**src/rtl/fwd_hazard_unit.sv**
```systemverilog
// EX operand forwarding select, load-use / scoreboard / long-latency hazard detection, stall/bubble drive.
// Optional stall statistics counter enabled by defining FWD_STALL_STATS_EN.
module fwd_hazard_unit #(
    parameter int REG_AW   = 5,
    parameter int NSTAGE   = 2,
    parameter int LL_DEPTH = 4,
    parameter int CNT_W    = 16,
    localparam int SEL_W   = $clog2(NSTAGE + 1)
) (
    input  logic                     clk,
    input  logic                     rst_n,
    input  logic                     ex_valid,
    input  logic [REG_AW-1:0]        ex_rs1,
    input  logic [REG_AW-1:0]        ex_rs2,
    input  logic [REG_AW-1:0]        ex_rd,
    input  logic                     ex_memread,
    input  logic [NSTAGE*REG_AW-1:0] stg_rd,
    input  logic [NSTAGE-1:0]        stg_wr,
    input  logic                     id_valid,
    input  logic [REG_AW-1:0]        id_rs1,
    input  logic [REG_AW-1:0]        id_rs2,
    input  logic [REG_AW-1:0]        id_rd,
    input  logic                     id_ll,
    input  logic                     ll_issue,
    input  logic [REG_AW-1:0]        ll_rd,
    input  logic                     ll_done,
    input  logic [REG_AW-1:0]        ll_done_rd,
    output logic [SEL_W-1:0]         fwd_rs1_sel,
    output logic [SEL_W-1:0]         fwd_rs2_sel,
    output logic                     id_stall,
    output logic                     ex_bubble,
    output logic [3:0]               ll_cnt,
    output logic                     ll_full,
    output logic                     ll_err,
    output logic [CNT_W-1:0]         stall_cycles
);

    localparam int NREG = 2 ** REG_AW;

    logic [NREG-1:0] sb_q, sb_d;
    logic [3:0]      cnt_q, cnt_d;
    logic            err_q, err_d;
    logic            full;
    logic            issue_ok, done_ok;
    logic            rs1_busy, rs2_busy;
    logic            hz_load_use, hz_sb, hz_ll;

    // Nearest stage wins: scan farthest to nearest so the last hit is the lowest k.
    function automatic logic [SEL_W-1:0] fwd_sel(input logic [REG_AW-1:0] src);
        logic [SEL_W-1:0] sel;
        sel = '0;
        if (ex_valid && (src != '0)) begin
            for (int k = NSTAGE; k >= 1; k--) begin
                if (stg_wr[k-1] && (stg_rd[(k-1)*REG_AW +: REG_AW] == src)) begin
                    sel = SEL_W'(k);
                end
            end
        end
        return sel;
    endfunction

    always_comb begin
        fwd_rs1_sel = fwd_sel(ex_rs1);
        fwd_rs2_sel = fwd_sel(ex_rs2);
    end

    assign full     = (cnt_q == 4'(LL_DEPTH));
    assign issue_ok = ll_issue && (ll_rd != '0) && !full;
    assign done_ok  = ll_done && sb_q[ll_done_rd];

    always_comb begin
        sb_d = sb_q;
        if (done_ok) begin
            sb_d[ll_done_rd] = 1'b0;
        end
        if (issue_ok) begin
            sb_d[ll_rd] = 1'b1;
        end
        sb_d[0] = 1'b0;

        cnt_d = cnt_q;
        if (issue_ok && !done_ok) begin
            cnt_d = cnt_q + 4'd1;
        end else if (done_ok && !issue_ok) begin
            cnt_d = cnt_q - 4'd1;
        end

        err_d = err_q || (ll_issue && full) || (ll_done && !sb_q[ll_done_rd]);
    end

    always_ff @(posedge clk or negedge rst_n) begin
        if (!rst_n) begin
            sb_q  <= '0;
            cnt_q <= '0;
            err_q <= 1'b0;
        end else begin
            sb_q  <= sb_d;
            cnt_q <= cnt_d;
            err_q <= err_d;
        end
    end

    // A register retiring this cycle is written through the register file, so it is not busy.
    assign rs1_busy = sb_q[id_rs1] && !(done_ok && (ll_done_rd == id_rs1));
    assign rs2_busy = sb_q[id_rs2] && !(done_ok && (ll_done_rd == id_rs2));

    assign hz_load_use = id_valid && ex_valid && ex_memread && (ex_rd != '0) &&
                         ((ex_rd == id_rs1) || (ex_rd == id_rs2));
    assign hz_sb       = id_valid && (rs1_busy || rs2_busy);
    assign hz_ll       = id_valid && id_ll && (full || sb_q[id_rd]);

    assign id_stall  = hz_load_use || hz_sb || hz_ll;
    assign ex_bubble = id_stall;
    assign ll_cnt    = cnt_q;
    assign ll_full   = full;
    assign ll_err    = err_q;

`ifdef FWD_STALL_STATS_EN
    logic [CNT_W-1:0] stall_q;

    always_ff @(posedge clk or negedge rst_n) begin
        if (!rst_n) begin
            stall_q <= '0;
        end else if (id_stall && (stall_q != {CNT_W{1'b1}})) begin
            stall_q <= stall_q + 1'b1;
        end
    end

    assign stall_cycles = stall_q;
`else
    assign stall_cycles = '0;
`endif

endmodule

```
**config.mk**
```make
export PLATFORM = sky130hd
export DESIGN_NAME = fwd_hazard_unit
export DESIGN_NICKNAME = d
export VERILOG_FILES = /design/src/rtl/fwd_hazard_unit.sv
export SDC_FILE = /design/constraint.sdc
export NUM_CORES = 1
export LEC_CHECK = 0
export BUFFER_PORTS_ARGS = -buffer_cell sky130_fd_sc_hd__buf_2
export CAP_MARGIN = 10
export CORE_MARGIN = 10
export CORE_UTILIZATION = 40
export CTS_BUF_LIST = sky130_fd_sc_hd__clkbuf_4 sky130_fd_sc_hd__clkbuf_8
export DETAILED_ROUTE_END_ITERATION = 10
export PLACE_DENSITY_LB_ADDON = 0.08
export SYNTH_ARGS = -nofsm -noshare
export SYNTH_HDL_FRONTEND = slang
export SYNTH_SLANG_ARGS = --single-unit
```
**constraint.sdc**
```tcl
create_clock -name clk -period 3.1 [get_ports clk]
set_input_delay 0.31 -clock clk [delete_from_list [all_inputs] [get_ports clk]]
set_output_delay 0.31 -clock clk [all_outputs]
set_load 0.05 [all_outputs]
```
After elaboration in Yosys (flattened, before gate mapping)
Cells that the tools add are included.
Cells by class
  equality and inequality tests: 9
  multiplexer cells: 22
  bitwise gates (word level): 3
  $add $sub $neg: 2
  magnitude comparators: 7
  reduce and logical (&&, ||, !) cells: 44
Operator list (count)
  2-to-1 mux 32 bit: 2
  == test 5 bit: 8
  bitwise AND 32 bit: 1
  inverter 32 bit: 1
  OR 32 bit: 1
  < comparator 5 x 6 -> 1 bit (second input constant): 5
  logical AND 1 bit: 26
  binary-select mux 1 bit (select 5 bit): 4
  nonzero test 5 bit: 4
  2-to-1 mux 2 bit: 6
  demux 1 bit (select 5 bit): 2
  greater-or-equal comparator 5 x 1 -> 1 bit (second input constant): 2
  2-to-1 mux 4 bit: 2
  logical OR 1 bit: 7
  zero test 1 bit: 6
  2-to-1 mux 1 bit: 6
  adder 4 x 1 -> 4 bit (second input constant): 1
  == test 4 x 3 -> 1 bit (second input constant): 1
  subtractor 4 x 1 -> 4 bit (second input constant): 1
  nonzero test 2 bit: 1
Storage, ports and cells
  logic and storage cells: 90
  input port bits: 60
  register bits after elaboration: 36
  output and inout bits: 28

Longest topological paths before layout
Gate-level depths: netlist of run 1.
  depth after elaboration: 10
  mapped depth: 14
  gate-level depth less buffers: 12

Worst setup path before layout of run 1
Ideal clock, no wire load.
  path type: flip-flop to flip-flop
  from: register cnt_q[0], in the netlist ll_cnt[0]
  to: register cnt_q[3], in the netlist ll_cnt[3]
  period minus slack after synthesis: 4.474 ns
  setup slack: -1.374 ns
  setup time: 0.144 ns
  data required time: 2.956 ns
  stages on the path, launching flop included: 13
  arrival time: 4.330 ns
  buffers on the path: 0
  cell sequence: dfrtp_1 nor4b_1 nor2b_1 o31ai_1 inv_1 ha_1 inv_1 ha_1 a21o_1 a21oi_1 xnor2_1 nor2_1 xor2_1
Between the ends
  word-level cells in the longest chain between the ends: 6
  elaborated cells between the ends (all ways): 11
  those cells by class: add/sub (2); eq/ne (1); mux (2); reduce/logical (6)
RTL lines
  start, declared: RTL line 41  | logic [3:0] cnt_q, cnt_d;
  start signal, assigned: RTL line 98  | cnt_q <= cnt_d;
  == test 4 x 3 -> 1 bit (*): RTL line 67  | assign full = (cnt_q == 4'(LL_DEPTH));
  net ll_full: RTL line 33  | output logic ll_full,
  zero test 1 bit (*): RTL line 68  | assign issue_ok = ll_issue && (ll_rd != '0) && !full;
  logical AND 1 bit (*): RTL line 68
  zero test 1 bit: RTL line 84  | end else if (done_ok && !issue_ok) begin
  logical AND 1 bit: RTL line 84
  nonzero test 2 bit (no source line)
The timed path passes the listed nets; every way through them passes the cells marked *. The select of a mux whose other input is x is not followed.
A chain may end at the register's enable or synchronous reset.

Worst setup path after layout of run 1
  from: register sb_q[22]
  to: output port ex_bubble
Between the ends
  word-level cells in the longest chain between the ends: 10
  elaborated cells between the ends (all ways): 21
  those cells by class: mux (8); reduce/logical (13)
RTL lines
  start, declared: RTL line 40  | logic [NREG-1:0] sb_q, sb_d;
  start signal, assigned: RTL line 93  | sb_q <= '0;
  start signal, assigned: RTL line 97  | sb_q <= sb_d;
  binary-select mux 1 bit (select 5 bit): RTL line 69  | assign done_ok = ll_done && sb_q[ll_done_rd];
  2-to-1 mux 1 bit (implied by the code): RTL line 69
  logical AND 1 bit: RTL line 69
  logical AND 1 bit (on tied branches): RTL line 104, 105
  zero test 1 bit (on tied branches): RTL line 104, 105
  logical AND 1 bit (on tied branches): RTL line 104, 105
  logical OR 1 bit: RTL line 109  | assign hz_sb = id_valid && (rs1_busy || rs2_busy);
  logical AND 1 bit: RTL line 109
  logical OR 1 bit: RTL line 112  | assign id_stall = hz_load_use || hz_sb || hz_ll;
  logical OR 1 bit (*): RTL line 112
  end, declared: RTL line 31  | output logic ex_bubble,
Every way passes the cells marked *; elsewhere a longest branch is shown, timed or not. The select of a mux whose other input is x is not followed.

==> results of run 1 <==
what timing repair did:
item | CTS | global route
endpoints found under the setup margin | 2 | 3
pin swaps | 0 | 4
gates resized for setup | 10 | 12
hold buffers | 0 | 0
setup buffers | 7 | 2
cells in the mapped netlist (3+ instances only):
master / count / area share, %
buf_4: 18 / 3.9
mux4_1: 7 / 5.3
nand3b_1: 6 / 1.3
nand2_1: 26 / 2.8
buf_2: 3 / 0.43
nand3_1: 9 / 1.3
a31oi_1: 3 / 0.54
xor2_1: 23 / 5.8
xnor2_1: 21 / 5.3
or3_1: 3 / 0.54
o2111ai_1: 7 / 1.8
ha_1: 3 / 1.1
clkbuf_1: 12 / 1.3
o21ai_0: 60 / 8.6
and2_1: 3 / 0.54
nand2b_1: 9 / 1.6
mux2_2: 7 / 2.3
inv_1: 12 / 1.3
dfrtp_1: 36 / 26
nor2b_1: 8 / 1.4
mux4_2: 18 / 12
a21oi_1: 3 / 0.43
a22oi_1: 3 / 0.64
nor4_1: 5 / 0.90
or3b_2: 3 / 0.75
or4_1: 3 / 0.64
o211ai_1: 3 / 0.64
mux2i_1: 9 / 2.6
nor2_1: 9 / 0.97
per-stage QoR:
step / TNS, ps / power, W
floorplan: 0 / 0.00167
global placement: 0 / 0.00207
detailed placement: 0 / 0.00208
CTS: 0 / 0.00258
global route: -88.0 / 0.00280
finish: 0 / 0.00264
area by class of cell:
| class | count | area (um2) | share of cell area (%) |
|---|---|---|---|
| repair buffers | 94 | 561 | 13.4 |
| inverters | 12 | 45.0 | 1.08 |
| flip-flops and latches | 36 | 917 | 21.9 |
| multi-input cells | 298 | 2420 | 57.8 |
| clock inverters | 3 | 42.5 | 1.02 |
| well taps | 108 | 135 | 3.23 |
| clock buffers | 5 | 68.8 | 1.64 |
worst max-delay path: cells and delay by family (launching register included):
| family | cells | cell delay, ps |
|---|---|---|
| flops | 1 | 460 |
| buf+inv | 3 | 450 |
| compound gates | 4 | 860 |
| mux | 2 | 660 |
power by group through the flow:
stage	registers, W	clock network, W	logic (W)
after floorplan	0.000896	0	0.000771
after global placement	0.000938	0	0.00114
after detailed placement	0.000940	0	0.00114
after CTS	0.000914	0.000430	0.00124
after global routing	0.000951	0.000456	0.00140
final	0.000935	0.000433	0.00127
cell families after synthesis:
logic type / count (synthesis)
adder cells (fa/ha/maj): 4
buffers and inverters: 48
XOR/XNOR: 44
multiplexers: 41
other: 1
AO/OA/AOI/OAI: 99
flip-flops: 36
AND/OR/NAND/NOR: 94
registers in the layout, indices dropped and copies added, names as in the netlist:
signal / flops
ll_cnt: 4
ll_err: 1
sb_q: 31
final timing paths:
path / start / endpoint / slack (ps) / cells after the start
setup / recovery: sb_q[22] / ex_bubble / 60 / 9
hold / removal: rst_n / ll_cnt[1] / 90 / 1
setup reg to reg: sb_q[22] / ll_cnt[3] / 220 / 13
hold reg to reg: ll_err / ll_err / 490 / 1
max in group asynchronous: rst_n / sb_q[28] / 2440 / 1
min in group clk: ll_issue / ll_err / 260 / 2
layer usage:
layer	global-route usage, %	vias up	wire length, um
met5	0	-	0
met4	5.25	0	251
met3	4.15	23	988
met2	28.0	175	5470
met1	25.9	1676	5450
li1	-	1519	-
==> results.ini, run 1 <==
[yosys]
avgSynthCellArea_um2 = 9.52
syn_inst = 367
synthMuxAreaShare_pct = 21.7
yosysSeqAreaShare_pct = 25.8
synthFlopType = dfrtp_1
ys_warn_count = 0
yosys.area_share.adder_pct = 1.65
synth_seq_cells = 36
async_reset_ff_share_pct = 100
synth_cell_type_count = 54
yosys.area_share.simple_pct = 14.8
synth_xor_area_share_pct = 11.0
synth_edf_count = 0
synth_compound_area_share_pct = 17.5
synth_top_family_by_area = multiplexers
synthesis.area_um2 = 3490

[sta]
setup_ws_ps = 60.7
timing.fmax_mhz = 329
slew_headroom_pct = 46.0
fin_crit_sh_pct = 98.0
rsz0062_at_grt = true
setup_viol = 0
tightestPinTransition_ps = 810
worst_clock_skew_ps = 10.9
min_period_ps = 3040
hold_viol = 0
whs_ps = 94.2
slew_viol_final = 0

[pwr]
power_switching_w = 0.00113
leakagePower_nw = 1.72
seq_power_share_pct = 35.4
power-per-cell-area_nw_per_um2 = 631
clkPwrFrac_pct = 16.4
swShare_pct = 42.8
p_comb_share_pct = 48.2
internal_power_w = 0.00151
irDropWorstVdd_mv = 0.347

[clock_tree]
cts_max_path_buffers = 2
h-tree-depth = 2
cts-root-buf = clkbuf_8
cts_made_buffers = 5
numClockSinks = 36
tritoncts = yes
clk_pin_slew_ps = 80
clock_latency_ps = 310

[layout]
nets = 511
final_common_cell = buf_2
finalNonFillerCells = 556
syn_to_final_growth_pct = 19.9
mostFrequentLayoutCells = 69 x buf_2, 58 x o21ai_0, 26 x nand2_1, 23 x xor2_1, 23 x dfrtp_1
drive_above_1_share_pct = 33.0
fillers = 826
antenna_cells = 0
final_core_util_pct = 48.7
final_area_um2 = 4190

[floorplanning]
start_util_pct = 40.7
core-area_um2 = 8590
rows = 34
fp.dieW_um = 113
die_y_um = 113
die_area_um2 = 12900
ios = 88

[placed_design]
hpwl_mm = 9.40
post-place-ws_ps = 41.2
gp_congestion = 0.892
port_buffers = 71
place_area_um2 = 3950
dp_cells = 539

[status]
status = finished, final reports clean

[worst_hold_path]
hold_path.class = in2async

[setup_path]
cp_max_fo = 3
slowest_delay_ps = 470
cp_slowest_cell = o41a_1
cp-start-kind = flop
crit_path_cell_trace = buf_6, mux4_2, mux2i_2, o21ai_1, a32oi_2, buf_4, a31oi_1, o41a_1, buf_6
critPathCaptureType = output pin
required_ps = 2790
worstPathArrival_ps = 2730
path_common_cell = buf_6
crit_type = reg2out

[routing]
num_vias = 3393
drc = 0
drt_iter0_markers = 276
wire_per_inst_um = 21.9
routed_wl_mm = 12.2
antenna_left = 0
firstDrtPassIters = 5
via_per_inst = 6.10

[job]
cap_viol_max_count = 0

[grt]
overflow = 0
grt_max_degree = 37
grt_first_pass_wirelength_mm = 19.2
grt_usage_pct = 18.5
grt_pass1_vias = 3367
antenna_found_initial = 0

Power figures use the tool's default switching activity.
==> inputs of run 2 (changes only) <==
clock period = 3.3 ns   (was 3.1 ns; I/O delays follow)
==> run 2 against run 1 <==
  * Clock skew shrank 5.3 ps
  * Largest power group unchanged
  * Largest cell class unchanged
  * Register-to-register slack better by 100 ps
  * Non-clock buffer count shrank 15
  * Routed wire length down 4.8%
  * Via count down 4.9%
  * Cell count fell by 2.7%
  * Critical endpoint unchanged
  * First-iteration DRC count grew 6.2%
  * Combinational power fell by 18%
==> results.ini, run 2 (same netlist as run 1, synthesis figures left out) <==
[status]
status = finished, final reports clean

[routing]
firstDrtPassIters = 5
routed_wl_mm = 11.6
antenna_left = 0
num_vias = 3227
drt_iter0_markers = 293
drc = 0
wire_per_inst_um = 21.4
via_per_inst = 5.96

[setup_path]
cp-start-kind = flop
required_ps = 2970
cp-startpoint = sb_q[23]
crit_path_cell_trace = mux4_1, mux4_2, and2_1, a31oi_1, o211ai_1, o41a_1, buf_2
cp_top_family = multiplexers
worstPathArrival_ps = 2890
cp_max_fo = 6
timing.rr.start = sb_q[23]
critPathCaptureType = output pin
cp_num_buf_inv = 1
crit_type = reg2out
cp_slowest_cell = mux4_1
slowest_delay_ps = 520

[clock_tree]
h-tree-depth = 2
cts_resized = 0
numClockSinks = 36
tritoncts = yes
clk_pin_slew_ps = 80
cts-root-buf = clkbuf_8
cts_made_buffers = 5
cts_hold_buf = 0
clock_latency_ps = 300
post_cts_buffers = 0
cts_max_path_buffers = 2

[sta]
fin_crit_sh_pct = 97.4
timing.fmax_mhz = 311
rsz0062_at_grt = false
min_period_ps = 3220
slew_headroom_pct = 45.6
setup_viol = 0
worst_clock_skew_ps = 5.59
finalSetupTns_ps = 0
tightestPinTransition_ps = 815
slew_viol_final = 0
hold_viol = 0

[floorplanning]
fp.dieW_um = 113
die_area_um2 = 12900
rows = 34
die_y_um = 113
ios = 88
core-area_um2 = 8590
start_util_pct = 40.7

[grt]
antenna_found_initial = 0
overflow = 0
grt_first_pass_wirelength_mm = 18.2
grt_busiest_layer = met2
use_met3_pct = 4.04
grt_pass1_vias = 3296
grtUsageMet2_pct = 27.2
grt_max_degree = 37
met1_usage_pct = 24.1
grt_usage_pct = 17.6

[layout]
syn_to_final_growth_pct = 15.0
regMostFlops = sb_q
drive_above_1_share_pct = 28.2
largest_reg_flops = 31
mostFrequentLayoutCells = 71 x buf_2, 60 x o21ai_0, 31 x dfrtp_1, 26 x nand2_1, 23 x xor2_1
final_common_cell = buf_2
nets = 496
final_area_um2 = 4020
fillers = 863
final_core_util_pct = 46.8
antenna_cells = 0

[pwr]
irDropWorstVdd_mv = 0.298
leakagePower_nw = 1.65
power-per-cell-area_nw_per_um2 = 578

[placed_design]
place_area_um2 = 3900
hpwl_mm = 9.20
port_buffers = 71
gp_congestion = 0.879

[job]
cap_viol_max_count = 0

[worst_hold_path]
hold_path.class = in2async

[run 2: changes by cell type in the layout (fill, tap and decap cells not counted), sizes merged]
cell	previous run	this run
buf	94	79
[run 2: layer usage]
metal / vias up / routed length [um]
met1: 1558 / 5120
met5: - / 0
met2: 174 / 5310
met3: 14 / 980
met4: 0 / 164
li1: 1481 / -
[run 2: power by group]
part | switching (W) | internal, W | leakage (nW) | total, W
logic | 0.000546 | 0.000494 | 1.18 | 0.00104
registers | 0.000281 | 0.000603 | 0.416 | 0.000885
clock network | 0.000173 | 0.000224 | 0.0541 | 0.000397
[run 2: final timing paths]
kind | slack [ps] | to | depth (start not counted)
worst max-delay path | 80 | ex_bubble | 7
worst min-delay path | 120 | sb_q[26] | 1
worst max register to register | 320 | ll_cnt[3] | 13
worst min register to register | 500 | ll_err | 1
max in group asynchronous | 2620 | sb_q[29] | 1
min in group clk | 290 | sb_q[20] | 2
[run 2: worst reg2reg max path: cells and delay by family, from the launching register on]
| kind | cells | cell delay (ps) |
|---|---|---|
| adders and majority gates | 2 | 460 |
| AOI/OAI and AO/OA | 4 | 720 |
| muxes | 1 | 510 |
| buffers and inverters | 2 | 260 |
| DFF | 1 | 490 |
| xor gates and xnor gates | 2 | 270 |
| and+or+nand+nor | 2 | 150 |
[run 2: cell type report]
class | count | area (um2) | share of cell area (%)
inverter | 12 | 45.0 | 1.12
clock inverter | 3 | 42.5 | 1.06
sequential | 36 | 907 | 22.6
multi-input combinational | 298 | 2400 | 59.8
clock buffer | 5 | 68.8 | 1.71
tap | 108 | 135 | 3.36
timing repair buffer | 79 | 415 | 10.3
[run 2: metrics by stage]
step,power [W],std cells,hold slack (ps),setup WS [ps]
floorplan,0.00156,382,34.4,108
global placement,0.00191,533,460,202
detailed placement,0.00191,533,465,98.7
CTS,0.00232,541,143,42.0
global route,0.00247,541,174,1.71
finish,0.00232,541,123,85.0
